==> src/rtl/interrupt_controller_if.sv <==
// CPU-side register bus of the interrupt controller (IF at 0xFF0F, IE at 0xFFFF).
// The CPU drives the master modport; the controller uses the slave modport.
interface interrupt_controller_if;
    logic [15:0] a;
    logic [7:0]  din;
    logic [7:0]  dout;
    logic        rd;
    logic        wr;

    modport master (output a, din, rd, wr, input dout);
    modport slave  (input a, din, rd, wr, output dout);
endinterface

==> src/rtl/interrupt_controller.sv <==
// GameBoy interrupt controller: IF/IE registers, fixed-priority arbitration and req/ack dispatch.
// Optional macro INTC_HALT_WAKE_EN drives wake from pending interrupts for HALT exit.
module interrupt_controller #(
    parameter int         NUM_IRQ       = 5,
    parameter logic [7:0] VECTOR_BASE   = 8'h40,
    parameter int         VECTOR_STRIDE = 8
) (
    input  logic                   clk,
    input  logic                   rst,
    interrupt_controller_if.slave  bus,
    input  logic [NUM_IRQ-1:0]     int_req,
    output logic [NUM_IRQ-1:0]     int_ack,
    output logic                   cpu_int_req,
    input  logic                   cpu_int_ack,
    output logic [7:0]             cpu_int_vector,
    output logic                   wake
);

    localparam int IDX_W = (NUM_IRQ > 1) ? $clog2(NUM_IRQ) : 1;
    localparam logic [15:0] ADDR_IF = 16'hFF0F;
    localparam logic [15:0] ADDR_IE = 16'hFFFF;

    typedef enum logic [1:0] {
        IDLE,
        DISPATCH,
        HOLD
    } state_t;

    state_t             state_q;
    logic [NUM_IRQ-1:0] if_q;
    logic [NUM_IRQ-1:0] if_d;
    logic [NUM_IRQ-1:0] req_prev_q;
    logic [NUM_IRQ-1:0] int_ack_q;
    logic [7:0]         ie_q;
    logic [7:0]         vector_q;
    logic [IDX_W-1:0]   idx_q;

    logic [NUM_IRQ-1:0] req_rise;
    logic [NUM_IRQ-1:0] pending;
    logic [NUM_IRQ-1:0] win_onehot;
    logic [NUM_IRQ-1:0] clr_mask;
    logic [IDX_W-1:0]   win_idx;
    logic               any_pending;
    logic               wr_if;
    logic               wr_ie;
    logic               unused_rd;

    assign req_rise    = int_req & ~req_prev_q;
    assign pending     = if_q & ie_q[NUM_IRQ-1:0];
    assign any_pending = |pending;
    assign wr_if       = bus.wr && (bus.a == ADDR_IF);
    assign wr_ie       = bus.wr && (bus.a == ADDR_IE);
    // Reads decode on the address alone, so the read strobe carries no information here.
    assign unused_rd   = bus.rd;

    // Scan downwards so the lowest-index pending source is the last to be assigned.
    always_comb begin
        win_idx = '0;
        for (int i = NUM_IRQ - 1; i >= 0; i--) begin
            if (pending[i]) begin
                win_idx = IDX_W'(i);
            end
        end
    end

    generate
        for (genvar gi = 0; gi < NUM_IRQ; gi++) begin : g_src
            assign win_onehot[gi] = any_pending && (win_idx == IDX_W'(gi));
            assign clr_mask[gi]   = (state_q == DISPATCH) && (idx_q == IDX_W'(gi));
            // Gated by rst so a reset landing in DISPATCH suppresses the pulse.
            assign int_ack[gi]    = int_ack_q[gi] & ~rst;
        end
    endgenerate

    // Priority on an IF bit: peripheral edge, then software write, then dispatch clear.
    always_comb begin
        if_d = if_q & ~clr_mask;
        if (wr_if) begin
            if_d = bus.din[NUM_IRQ-1:0];
        end
        if_d = if_d | req_rise;
    end

    always_comb begin
        bus.dout = 8'hFF;
        if (bus.a == ADDR_IF) begin
            bus.dout[NUM_IRQ-1:0] = if_q;
        end else if (bus.a == ADDR_IE) begin
            bus.dout = ie_q;
        end
    end

    assign cpu_int_req    = (state_q == IDLE) && any_pending;
    assign cpu_int_vector = vector_q;

`ifdef INTC_HALT_WAKE_EN
    assign wake = any_pending;
`else
    assign wake = 1'b0;
`endif

    always_ff @(posedge clk) begin
        if (rst) begin
            state_q    <= IDLE;
            if_q       <= '0;
            ie_q       <= 8'h00;
            req_prev_q <= '0;
            int_ack_q  <= '0;
            idx_q      <= '0;
            vector_q   <= 8'h00;
        end else begin
            if_q       <= if_d;
            req_prev_q <= int_req;
            int_ack_q  <= '0;
            if (wr_ie) begin
                ie_q <= bus.din;
            end
            case (state_q)
                IDLE: begin
                    if (cpu_int_ack && any_pending) begin
                        idx_q     <= win_idx;
                        vector_q  <= VECTOR_BASE + 8'(VECTOR_STRIDE * int'(win_idx));
                        int_ack_q <= win_onehot;
                        state_q   <= DISPATCH;
                    end
                end
                DISPATCH: begin
                    state_q <= HOLD;
                end
                HOLD: begin
                    // One acknowledge level yields one grant; wait for it to drop.
                    if (!cpu_int_ack) begin
                        state_q <= IDLE;
                    end
                end
                default: begin
                    state_q <= IDLE;
                end
            endcase
        end
    end

endmodule

==> src/flat_wrapper.sv <==
// flat-port wrapper written by rule: the top's interface ports become plain ports
module interrupt_controller_flat 
#(
    parameter int         NUM_IRQ       = 5,
    parameter logic [7:0] VECTOR_BASE   = 8'h40,
    parameter int         VECTOR_STRIDE = 8
)
  (clk, rst, int_req, int_ack, cpu_int_req, cpu_int_ack, cpu_int_vector, wake, bus_a, bus_din, bus_rd, bus_wr, bus_dout);
  interrupt_controller_if bus_i ();
  input  logic clk;
  input  logic rst;
  input  logic [NUM_IRQ-1:0] int_req;
  output logic [NUM_IRQ-1:0] int_ack;
  output logic cpu_int_req;
  input  logic cpu_int_ack;
  output logic [7:0] cpu_int_vector;
  output logic wake;
  input wire logic [$bits(bus_i.a)-1:0] bus_a;
  input wire logic [$bits(bus_i.din)-1:0] bus_din;
  input wire logic [$bits(bus_i.rd)-1:0] bus_rd;
  input wire logic [$bits(bus_i.wr)-1:0] bus_wr;
  output wire logic [$bits(bus_i.dout)-1:0] bus_dout;
  assign bus_i.a = bus_a;
  assign bus_i.din = bus_din;
  assign bus_i.rd = bus_rd;
  assign bus_i.wr = bus_wr;
  assign bus_dout = bus_i.dout;
  interrupt_controller #(.NUM_IRQ(NUM_IRQ), .VECTOR_BASE(VECTOR_BASE), .VECTOR_STRIDE(VECTOR_STRIDE)) u_core (.clk(clk), .rst(rst), .bus(bus_i), .int_req(int_req), .int_ack(int_ack), .cpu_int_req(cpu_int_req), .cpu_int_ack(cpu_int_ack), .cpu_int_vector(cpu_int_vector), .wake(wake));
endmodule
==> config.mk <==
export PLATFORM = sky130hd
export DESIGN_NAME = interrupt_controller_flat
export DESIGN_NICKNAME = d
export VERILOG_FILES = /design/src/rtl/interrupt_controller_if.sv /design/src/rtl/interrupt_controller.sv /design/src/flat_wrapper.sv
export SDC_FILE = /design/constraint.sdc
export NUM_CORES = 1
export LEC_CHECK = 0
export ABC_AREA = 1
export BUFFER_PORTS_ARGS = -buffer_cell sky130_fd_sc_hd__buf_2
export CORE_UTILIZATION = 25
export CTS_CLUSTER_DIAMETER = 30
export DETAILED_ROUTE_END_ITERATION = 8
export PLACE_DENSITY = 0.47
export SYNTH_ARGS = -nofsm -noshare
export SYNTH_HDL_FRONTEND = slang
export SYNTH_SLANG_ARGS = --single-unit
==> constraint.sdc <==
create_clock -name clk -period 3 [get_ports clk]
set_clock_uncertainty 0.2 [all_clocks]
set_input_delay 0 -clock clk [delete_from_list [all_inputs] [get_ports clk]]
set_output_delay 0 -clock clk [all_outputs]
set_load 0.005 [all_outputs]
==> results of run 1 <==
==> placed cells by master, fill, tap and decap left out <==
master	n
o21ai_1	1
o22ai_1	5
a21oi_1	6
clkinv_2	1
nand3_4	1
o21a_1	1
nand3_2	1
or2_2	6
nor2_1	35
clkinv_1	1
nand2_1	58
clkbuf_8	7
conb_1	5
inv_2	2
nand4_1	4
dlygate4sd3_1	22
a21boi_0	1
inv_1	42
o31ai_1	2
nand3_1	11
buf_2	50
dfxtp_1	29
nand2_4	1
nand2_2	2
nor2_2	2
nor3_1	3
nor2_8	2
==> area by class of cell <==
type | instances | area [sq um]
Clock inverter | 1 | 5.00
Clock buffer | 7 | 96.3
Inverter | 45 | 169
Fill cell | 636 | 3530
Sequential cell | 29 | 581
Timing Repair Buffer | 72 | 470
Multi-Input combinational cell | 147 | 701
Tap cell | 72 | 90.1
==> metal layers <==
layer	global-route usage	up-vias	wire length (um)
li1	-	823	-
met1	0.162	638	1700
met2	0.207	36	1560
met3	0.0299	8	168
met4	0.0545	0	55
met5	0	-	0
==> cells in the mapped netlist (all sizes together) <==
| master | n | area, sq um |
|---|---|---|
| o21ai | 1 | 5.00 |
| nand2 | 61 | 241 |
| o21a | 1 | 7.51 |
| a21oi | 6 | 30.0 |
| clkbuf | 2 | 7.51 |
| nand4 | 4 | 25.0 |
| dfxtp | 29 | 581 |
| o22ai | 5 | 31.3 |
| nand3 | 13 | 82.6 |
| buf | 6 | 52.6 |
| nor3 | 3 | 15.0 |
| o31ai | 2 | 15.0 |
| a21boi | 1 | 7.51 |
| nor2 | 39 | 184 |
| or2 | 6 | 37.5 |
| conb | 1 | 3.75 |
| clkinv | 1 | 3.75 |
| inv | 44 | 165 |
==> flip-flops by register name (all words and copies together) (netlist names) <==
name and flops:
u_core.req_prev_q 5, u_core.ie_q 8, u_core.idx_q 2, u_core.cpu_int_vector 2, u_core.if_q 5, u_core.int_ack_q 5, u_core.state_q 2
==> timing repair <==
| action | 4_1_cts | 5_1_grt |
|---|---|---|
| hold buffers | 22 | 0 |
| endpoints found under the hold margin | 22 | 0 |
| gates resized for setup | 0 | 0 |
==> worst reg2reg max path: stages (launching register included) <==
cell,delay (ps)
dfxtp_1,320
nand2_1,140
nand2_1,120
nor2_1,200
nand2_1,90
nand3_2,100
inv_1,90
nand2_2,140
nor3_1,80
==> power groups by stage <==
stage,Clock [uW],Sequential (uW),Combinational [uW]
after global routing,377,402,97.1
after CTS,362,401,85.2
after detailed placement,0,409,64.5
after global placement,0,409,63.7
after floorplan,0,408,40.8
final,351,401,84.0
==> how the worst max path moves through the flow <==
stage	slack, ps	endpoint	startpoint
finish	1270	u_core.int_ack_q[1]	rst
global route	1050	u_core.int_ack_q[1]	rst
CTS	1200	u_core.int_ack_q[1]	rst
detailed placement	1410	u_core.int_ack_q[1]	u_core.ie_q[0]
global placement	1430	u_core.cpu_int_vector[6]	u_core.if_q[1]
floorplan	1660	u_core.cpu_int_vector[6]	u_core.if_q[1]
==> kinds of logic after synthesis <==
logic type,count (synthesis),share of synthesized area
flops,29,0.388
buf+inv,53,0.153
simple gates,126,0.392
compound gates,16,0.0644
other cells,1,0.00251
==> per-stage QoR <==
stage / std cells / cell area, sq um
4_1_cts: 373 / 2110
3_5_place_dp: 343 / 1790
3_3_place_gp: 343 / 1790
5_1_grt: 373 / 2110
6_report: 373 / 2110
2_1_floorplan: 229 / 1510
==> impl_results.md, run 1 <==
* Status: completed
* Root Driver: clkbuf_8
* I/O pin count at 57
* CTS tree: yes
* Synth Warn # at 0
* Place WS at between 1000 and 1500 ps
* H-tree depth at 2
* Post-layout power at ~840 uW
* Logic gate share of total power at 0.101
* MaxCap Viol Count at 0
* Crit Path Max Fanout at 17
* Crit path max-delay family: buffers and inverters
* Worst hold path type: input pin to register
* Sw Ratio at 0.224
* # Post-CTS Setup Buffers at 0
* R2R cell count at 8
* Final period utilization at 0.575
* Antenna Diode Count at 0
* Slowest stage delay, CP at ~520 ps
* Die width at roughly 79 um
* Worst hold slack at about 7.8 ps
* VDD IR-drop max at roughly 0.00027 V
* Largest net degree at the start of global routing at 18
* Number of buffers added on ports at 50
* Iteration-0 DRC count of the detailed router at 76
* CP max stage cell: dlygate4sd3_1
* Setup ws final at 1270 ps
* CTS Buffer Depth at 2
* Core ar. at roughly 5600 sq um
* Post-route ant nets at 0
* Core Util, Final at 0.374
* Vias in the first global route at between 1,000 and 1,500
* Final RePlAce weighted congestion at around 0.75
* Number of CTS-inserted buffers at 5
* Total track usage at 0.128
* Data required, critical path at roughly 3000 ps
* Vias per cell at a little over 4
* Final hold violations at 0
* DRC errors left at 0
* Mean post-synth cell area at roughly 6.6 sq um
* Post-layout net count at ~330
* Detailed Routing Iterations Pass 1 at 4
* Static leakage at 0.00113 uW
* R2R Path End: u_core.int_ack_q[1]
* Sw Pwr at 187 uW
* Pwr per Cell Area at about 400 nW/um^2
* Setup_tns at 0 ps
* Crit-path cells: dlygate4sd3_1 > buf_2 > clkinv_1 > nand2_2 > nor3_1
* Synthesized cell area at ~1500 sq um
* Clock sink count at 29
* Crit Path Class: input pin to register
* Tmin final at 1730 ps
* Sequential share of power at 0.480
* Critical path depth in cells at 5
* Max Freq at between 500 and 600 MHz
* Synthesis-to-finish area growth at 41.3%
* Overflow left after global routing at 0
* Row Count at 27
* CP arrival at between 1500 and 2000 ps
* #FFs+latches synth at 29
* Netlist cell types at 26
* Synth Instances at between 200 and 250
* First-pass GRT wire length at between 6000 and 7000 um
* Setup Viol. Count Final at 0
* Share of cells above drive strength 1 at 0.249
* Critical Path Sink Type: register
* Cell-internal power at between 600 and 700 uW
* Worst-skew pair later-pin latency at between 200 and 300 ps
* CP bufs+invs at 3
* Worst hold start: bus_a[5]
* R2r setup slk at roughly 1400 ps
* Startpoint Class: input pin
* Worst hold stages at 7
* Die area at between 6000 and 7000 sq um
* Worst hold endpoint: u_core.if_q[0]
* Worst r2r src: u_core.if_q[0]
* Die height at a little under 80 um
* Register area share after synthesis at 0.388
* Post-DP HPWL at around 2600 um
* Initial core utilization at 0.265
* Count of final max-slew check failures at 0
* Slew headroom at 0.658
* Reg clk slew, reported paths at about 60 ps
* Post-Route WL at 3480 um
* Worst Max-Slew Pin Slew at ~510 ps
* Routed WL per cell at 9.33 um
* Clock Power Share at 0.420
* Via count at approximately 1,500
* Initial antenna violation count at 0
* RSZ-0062 raised after global routing: no
No activity file was read; power rests on OpenSTA's default activity.
==> run 2, diff against run 1 <==
--- a/config.mk
+++ b/config.mk
@@ -5,12 +5,12 @@
 export SDC_FILE = /design/constraint.sdc
 export NUM_CORES = 1
 export LEC_CHECK = 0
-export ABC_AREA = 1
+export ABC_AREA = 0
 export BUFFER_PORTS_ARGS = -buffer_cell sky130_fd_sc_hd__buf_2
 export CORE_UTILIZATION = 25
 export CTS_CLUSTER_DIAMETER = 30
 export DETAILED_ROUTE_END_ITERATION = 8
-export PLACE_DENSITY = 0.47
+export PLACE_DENSITY = 0.48
 export SYNTH_ARGS = -nofsm -noshare
 export SYNTH_HDL_FRONTEND = slang
 export SYNTH_SLANG_ARGS = --single-unit
==> constraint.sdc (replaced) <==
create_clock -name clk -period 1.8 [get_ports clk]
set_clock_uncertainty 0.2 [all_clocks]
set_input_delay 0 -clock clk [delete_from_list [all_inputs] [get_ports clk]]
set_output_delay 0 -clock clk [all_outputs]
set_load 0.005 [all_outputs]
==> run 2 against run 1 <==
  * Combinational power rose by 55%
  * Via count down 3.9%
  * Cell count down 16%
  * First-iteration DRC count is 47% lower
  * Flip-flop and latch count is the same
  * Sequential share of layout area grew 0.082 points
  * Sequential power increased by 66%
  * Non-clock buffer count grew 17
  * Total power up 65%
  * Critical path type is now input pin to output pin
  * Largest power group unchanged
==> impl_results.md, run 2 <==
* Final period utilization at 0.974
* Crit-path cells: buf_2 > or4_4 > or4_4 > buf_6 > o22a_1 > buf_2 (was dlygate4sd3_1 > buf_2 > clkinv_1 > nand2_2 > nor3_1)
* Post-DP HPWL at 2660 um (was 2640 um)
* Number of buffers added on ports at 50 (unchanged)
* CP max stage cell: or4_4 (was dlygate4sd3_1)
* Worst-skew pair later-pin latency at 280 ps (about the same)
* Die height at 76.0 um (was 79.3 um)
* Synthesis-to-finish area growth at 53.7% (was 41.3%)
* Crit Path Class: input pin to output pin (was input pin to register)
* Crit Path Max Fanout at 10 (was 17)
* CTS Buffer Depth at 2 (unchanged)
* Reg area at 581 sq um (unchanged)
* VDD IR-drop max at 0.000205 V (was 0.000270 V)
* Clock sink count at 29 (unchanged)
* Synth Warn # at 0 (unchanged)
* Die area at 5780 sq um (was 6290 sq um)
* Initial antenna violation count at 0 (unchanged)
* Post-layout power at 1380 uW (was 836 uW)
* Reg clk slew, reported paths at 60 ps (about the same)
* Async SR Flop Fraction at 0 (unchanged)
* DRC errors left at 0 (unchanged)
* Post-route ant nets at 0 (unchanged)
* Data required, critical path at 1600 ps (was 2960 ps)
* Share of the synthesized area in the top cell type at 0.424 (was 0.388)
* Commonest cells in the netlist: 29 x dfxtp_1, 18 x a21oi_1, 10 x nand3_1, 10 x nor2b_1 (was 58 x nand2_1, 42 x inv_1, 35 x nor2_1)
* Share of cells above drive strength 1 at 0.362 (was 0.249)
* Final RePlAce weighted congestion at 0.742 (was 0.755)
* Overflow left after global routing at 0 (unchanged)
* Footprint of the multi-input gates at 704 sq um (was 701 sq um)
* Routed WL per cell at 12.1 um (was 9.33 um)
* Register area share after synthesis at 0.424 (was 0.388)
* RSZ-0062 raised after global routing: no (unchanged)
* Startpoint Class: input pin (unchanged)
* Largest net degree at the start of global routing at 30 (was 18)
* Worst hold slack at 7.69 ps (was 7.75 ps)
* Core ar. at 5200 sq um (was 5640 sq um)
* Setup Viol. Count Final at 0 (unchanged)
* Post-Route WL at 3800 um (was 3480 um)
* Mean post-synth cell area at 8.78 sq um (was 6.65 sq um)
* Die width at 76.0 um (was 79.3 um)
* Slowest stage delay, CP at 520 ps (about the same)
* Tmin final at around 1800 ps
* Synth Instances at 156 (was 225)
* # fillers at 564 (was 636)
* Leading area contributor after synthesis: dfxtp_1 (unchanged)
* Leading cell type in the layout, fill and taps excluded: buf_2 (was nand2_1)
* MaxCap Viol Count at 0 (unchanged)
* EDFF count, synth at 0 (unchanged)
* Vias per cell at 4.62 (was 4.03)
* Worst Max-Slew Pin Slew at 572 ps (was 509 ps)
* First-pass GRT wire length at 6220 um (was 6140 um)
* Top cells by area, synth: dfxtp_1 42%, a21oi_1 6.6%, nor2b_1 4.6% (was dfxtp_1 39%, nand2_1 15%, inv_1 11%)
* Root Driver: clkbuf_8 (unchanged)
* Pwr per Cell Area at 656 nW/um^2 (was 396 nW/um^2)
* Setup_tns at 0 ps (unchanged)
* # Post-CTS Setup Buffers at 0 (unchanged)
* Via count at 1,447 (was 1,505)
* H-tree depth at 2 (unchanged)
* Static leakage at 0.000814 uW (was 0.00113 uW)
* Initial core utilization at 0.263 (was 0.265)
* Main flop type after synthesis: dfxtp_1 (unchanged)
* Worst hold path type: input pin to register (unchanged)
* Vias in the first global route at 1,353 (was 1,360)
* Reg with most FFs: u_core.ie_q (unchanged)
* Commonest cells after routing, fill and taps aside: 50 x buf_2, 29 x dfxtp_1, 22 x dlygate4sd3_1 (was 58 x nand2_1, 50 x buf_2, 42 x inv_1)
* Top-count cell post-synth: dfxtp_1 (was nand2_1)
* Status: completed (unchanged)
* Critical Path Sink Type: output pin (was register)
* Netlist cell types at 34 (was 26)
* Cell Count, Final, Fillers Out at 313 (was 373)
* Count of final max-slew check failures at 0 (unchanged)
* Max Freq at 570 MHz
* Post-layout net count at 276 (was 334)
* Synthesized cell area at 1370 sq um (was 1500 sq um)
* Slew headroom at 0.619 (was 0.658)
* Dpl cells at 283 (was 343)
* Row Count at 26 (was 27)
* Number of CTS-inserted buffers at 5 (unchanged)
* Max reg flops at 8 (unchanged)
* CTS tree: yes (unchanged)
* Antenna Diode Count at 0 (unchanged)
* Detailed Routing Iterations Pass 1 at 4 (unchanged)
* #FFs+latches synth at 29 (unchanged)
* Iteration-0 DRC count of the detailed router at 40 (was 76)
* I/O pin count at 57 (unchanged)
* Final hold violations at 0 (unchanged)
* Core Util, Final at 0.405 (was 0.374)
* CP arrival at 1550 ps (was 1690 ps)
* Total track usage at 0.137 (was 0.128)
## run 2: changes by cell type in the layout (fill, tap and decap cells not counted), sizes merged, moves of 7 or more
| cell | before | now |
|---|---|---|
| a21oi | 6 | 18 |
| nor2b | 0 | 10 |
| nand2 | 61 | 8 |
| nor2 | 39 | 3 |
| inv | 44 | 8 |
| o21ai | 1 | 8 |
| buf | 50 | 67 |
## run 2: cells by family (layout without fill, tap and decap cells)
kind of cell / after synthesis / count (layout) / synth area share
flip-flops: 29 / 29 / 0.424
other: 1 / 5 / 0.00274
buffers and inverters: 22 / 105 / 0.0795
AO/OA/AOI/OAI: 46 / 46 / 0.237
AND/OR/NAND/NOR: 58 / 58 / 0.257
## run 2: cell type report
cell class	count	area share
clock buffers	7	0.0458
inverters	8	0.0143
repair buffers	89	0.286
multi-input cells	109	0.335
clock inverters	1	0.00238
well taps	70	0.0416
flip-flops and latches	29	0.276
## run 2: worst max-delay path: cells and delay by family
family	cells	cell delay, ps
buffers and inverters	3	390
AOI/OAI and AO/OA	1	210
and+or+nand+nor	2	940
## run 2: what timing repair did
| action | 4_1_cts | 5_1_grt |
|---|---|---|
| hold buffers | 22 | 0 |
| endpoints found under the setup margin | 0 | 10 |
| endpoints found under the hold margin | 19 | 0 |
| gates resized for setup | 0 | 3 |
## run 2: final timing paths
path	from	endpoint	slack [ps]	cells past startpoint
worst max-delay path	bus_a[4]	bus_dout[4]	50	6
worst min-delay path	rst	u_core.req_prev_q[3]	8	2
worst max register to register	u_core.if_q[2]	u_core.int_ack_q[3]	140	4
worst min register to register	u_core.cpu_int_vector[6]	u_core.cpu_int_vector[6]	240	2
## run 2: metal layers
metal | vias up | part of all wire | global-route usage
li1 | 730 | - | -
met2 | 46 | 0.46 | 0.234
met4 | 0 | 0.010 | 0.0346
met1 | 666 | 0.47 | 0.163
met5 | - | 0 | 0
met3 | 5 | 0.057 | 0.0479
## run 2: report_power, final
group	leakage [uW]	total [uW]	switching, uW	internal, uW
combinational	0.000524	130	60.1	70.4
sequential	0.000236	665	8.25	657
clock	0.0000542	587	242	345
## run 2: per-stage QoR
| stage | worst slack, ps | cell area, sq um |
|---|---|---|
| detailed placement | -16.8 | 1770 |
| CTS | 34.9 | 2090 |
| finish | 46.0 | 2110 |
| global placement | 4.56 | 1770 |
| global route | 2.53 | 2110 |
| floorplan | 68.6 | 1390 |
==> run 3, diff against run 2 <==
--- a/config.mk
+++ b/config.mk
@@ -7,10 +7,10 @@
 export LEC_CHECK = 0
 export ABC_AREA = 0
 export BUFFER_PORTS_ARGS = -buffer_cell sky130_fd_sc_hd__buf_2
-export CORE_UTILIZATION = 25
+export CORE_UTILIZATION = 47
 export CTS_CLUSTER_DIAMETER = 30
 export DETAILED_ROUTE_END_ITERATION = 8
-export PLACE_DENSITY = 0.48
+export PLACE_DENSITY = 0.8
 export SYNTH_ARGS = -nofsm -noshare
 export SYNTH_HDL_FRONTEND = slang
 export SYNTH_SLANG_ARGS = --single-unit
==> run 3 against run 2 <==
  * Final area shrank 3.9%
  * Wire length up 9.3%
  * Fmax down 0.21%
  * Sequential share of layout area grew 1.2 points
  * Critical path depth stayed put
  * Clock power fell by 35%
  * Sequential power up 0.6%
  * Die area decreased by 46%
  * Hold slack better by 2.4 ps
  * First-iteration DRC count up 70%
  * Total power down 15%
  * Worst setup slack worse by 3.7 ps
  * Critical endpoint is now bus_dout[3]
  * Largest power group unchanged
  * Highest routed layer unchanged
==> impl_results.md, run 3 (synthesis gave the netlist of run 2 again) <==
* Crit-path cells: buf_2 > or4_4 > or4_4 > buf_8 > o22a_1 > buf_2 (was buf_2 > or4_4 > or4_4 > buf_6 > o22a_1 > buf_2)
* Die width at 56.0 um (was 76.0 um)
* H-tree depth at 2 (unchanged)
* DRC errors left at 0 (unchanged)
* Reg clk slew, reported paths at 90 ps (was 60 ps)
* Post-Route M1 WL at 1540 um (was 1780 um)
* Max layer used: met4 (unchanged)
* # fillers at 193 (was 564)
* CP arrival at 1560 ps (was 1550 ps)
* Setup_tns at 0 ps (unchanged)
* Initial core utilization at 0.497 (was 0.263)
* Post-Route WL at 4150 um (was 3800 um)
* CTS tree: yes (unchanged)
* Place WS at -32.5 ps (was -16.8 ps)
* Total track usage at 0.279 (was 0.137)
* Worst Max-Slew Pin Slew at 532 ps (was 572 ps)
* Row Count at 19 (was 26)
* Number of buffers added on ports at 50 (unchanged)
* VDD IR-drop max at 0.000702 V (was 0.000205 V)
* R2R cell count at 4 (unchanged)
* Worst hold path type: input pin to register (unchanged)
* Vias per cell at 5.71 (was 4.62)
* Final hold violations at 0 (unchanged)
* Clock sink count at 29 (unchanged)
* Crit Path Class: input pin to output pin (unchanged)
* Reg with most FFs: u_core.ie_q (unchanged)
* Iteration-0 DRC count of the detailed router at 68 (was 40)
* Antenna Diode Count at 0 (unchanged)
* Worst hold stages at 3 (was 2)
* Met3 wire len at 366 um (was 217 um)
* MaxCap Viol Count at 0 (unchanged)
* Number of CTS-inserted buffers at 5 (unchanged)
* Tmin final at 1760 ps (was 1750 ps)
* Core Util, Final at 0.734 (was 0.405)
* Finished Cell Area at 2020 sq um (was 2110 sq um)
* Worst-skew pair later-pin latency at 330 ps (was 280 ps)
* RSZ-0062 raised after global routing: yes (was no)
* Synthesis-to-finish area growth at 47.7% (was 53.7%)
* Placed Area at 1640 sq um (was 1770 sq um)
* Final period utilization at 0.977 (was 0.974)
* Slew headroom at 0.646 (was 0.619)
* Overflow left after global routing at 0 (unchanged)
* CP max stage cell: or4_4 (unchanged)
* Final RePlAce weighted congestion at 0.885 (was 0.742)
* Post-DP HPWL at 2460 um (was 2660 um)
* Startpoint Class: input pin (unchanged)
* Cell Count, Final, Fillers Out at 273 (was 313)
* Setup Viol. Count Final at 0 (unchanged)
* Pwr per Cell Area at 584 nW/um^2 (was 656 nW/um^2)
* I/O pin count at 57 (unchanged)
* Largest net degree at the start of global routing at 30 (unchanged)
* Die height at 56.0 um (was 76.0 um)
* Initial antenna violation count at 0 (unchanged)
* Core ar. at 2760 sq um (was 5200 sq um)
* Die area at 3130 sq um (was 5780 sq um)
* Leading cell type in the layout, fill and taps excluded: buf_2 (unchanged)
* Crit Path Max Fanout at 10 (unchanged)
* Max reg flops at 8 (unchanged)
* Detailed Routing Iterations Pass 1 at 4 (unchanged)
* Critical Path Sink Type: output pin (unchanged)
* Setup ws final at 42.3 ps (was 46.0 ps)
* Post-route ant nets at 0 (unchanged)
* Max Freq at 569 MHz (was 570 MHz)
* CTS Buffer Depth at 2 (unchanged)
* Root Driver: clkbuf_4 (was clkbuf_8)
* Via count at 1,559 (was 1,447)
* First-pass GRT wire length at 6810 um (was 6220 um)
* Data required, critical path at 1600 ps (about the same)
* Routed wl met2 at 2120 um (was 1760 um)
* Status: completed (unchanged)
* Static leakage at 0.000797 uW (was 0.000814 uW)
* Dpl cells at 233 (was 283)
* Vias in the first global route at 1,587 (was 1,353)
* Routed WL per cell at 15.2 um (was 12.1 um)
* Post-layout net count at 275 (was 276)
* Slowest stage delay, CP at 540 ps (was 520 ps)
* Commonest cells after routing, fill and taps aside: 50 x buf_2, 29 x dlygate4sd3_1, 27 x dfxtp_1 (was 50 x buf_2, 29 x dfxtp_1, 22 x dlygate4sd3_1)
* Count of final max-slew check failures at 0 (unchanged)
* Share of cells above drive strength 1 at 0.335 (was 0.362)
[run 3: changes by cell type in the layout (fill, tap and decap cells not counted)]
cell | before | now
buf_4 | 16 | 8
buf_6 | 1 | 0
buf_8 | 0 | 1
clkbuf_1 | 0 | 1
clkbuf_4 | 0 | 5
clkbuf_8 | 7 | 0
clkinv_2 | 1 | 2
dfxtp_1 | 29 | 27
dfxtp_2 | 0 | 2
dlygate4sd3_1 | 22 | 29
nor3b_1 | 2 | 1
nor3b_2 | 1 | 2
o31ai_1 | 0 | 1
o31ai_2 | 1 | 0
[run 3: worst max-delay path: cells and delay by family]
family | cells | cell delay (ps)
compound gates | 1 | 180
buf+inv | 3 | 410
simple gates | 2 | 980
[run 3: area by class of cell]
type | count | area (sq um) | area share
clock buffers | 6 | 41.3 | 0.0204
clock inverters | 2 | 10.0 | 0.00495
inverters | 8 | 30.0 | 0.0148
multi-input cells | 109 | 704 | 0.348
flip-flops and latches | 29 | 583 | 0.288
well taps | 31 | 38.8 | 0.0192
repair buffers | 88 | 616 | 0.304
[run 3: power by group]
part	leakage (uW)	internal (uW)	switching [uW]
clock network	0.0000320	148	231
registers	0.000237	656	12.8
logic	0.000528	72.3	60.4
[run 3: through the flow]
step                      hold WS (ps)  total power (uW)
after global routing              37.2              1230
after CTS                         4.19              1180
final                             10.1              1180
after detailed placement          40.4               775
after global placement            24.0               770
after floorplan                  -71.8               733
[run 3: layer usage]
metal	vias to the layer above	global-route usage
li1	732	-
met1	716	0.290
met2	93	0.505
met3	18	0.0907
met4	0	0.129
met5	-	0
[run 3: path summary, 6_finish.rpt]
check	start	to	slack, ps
max	bus_a[4]	bus_dout[3]	40
min reg2reg	u_core.cpu_int_vector[6]	u_core.cpu_int_vector[6]	250
max reg2reg	u_core.if_q[2]	u_core.int_ack_q[3]	110
min	bus_wr	u_core.if_q[2]	10
[run 3: what timing repair did]
| item | 4_1_cts | 5_1_grt |
|---|---|---|
| endpoints found under the setup margin | 0 | 9 |
| hold buffers | 29 | 0 |
| setup buffers | 0 | 3 |
| hold endpoints to repair | 23 | 0 |
| gates resized for setup | 0 | 6 |
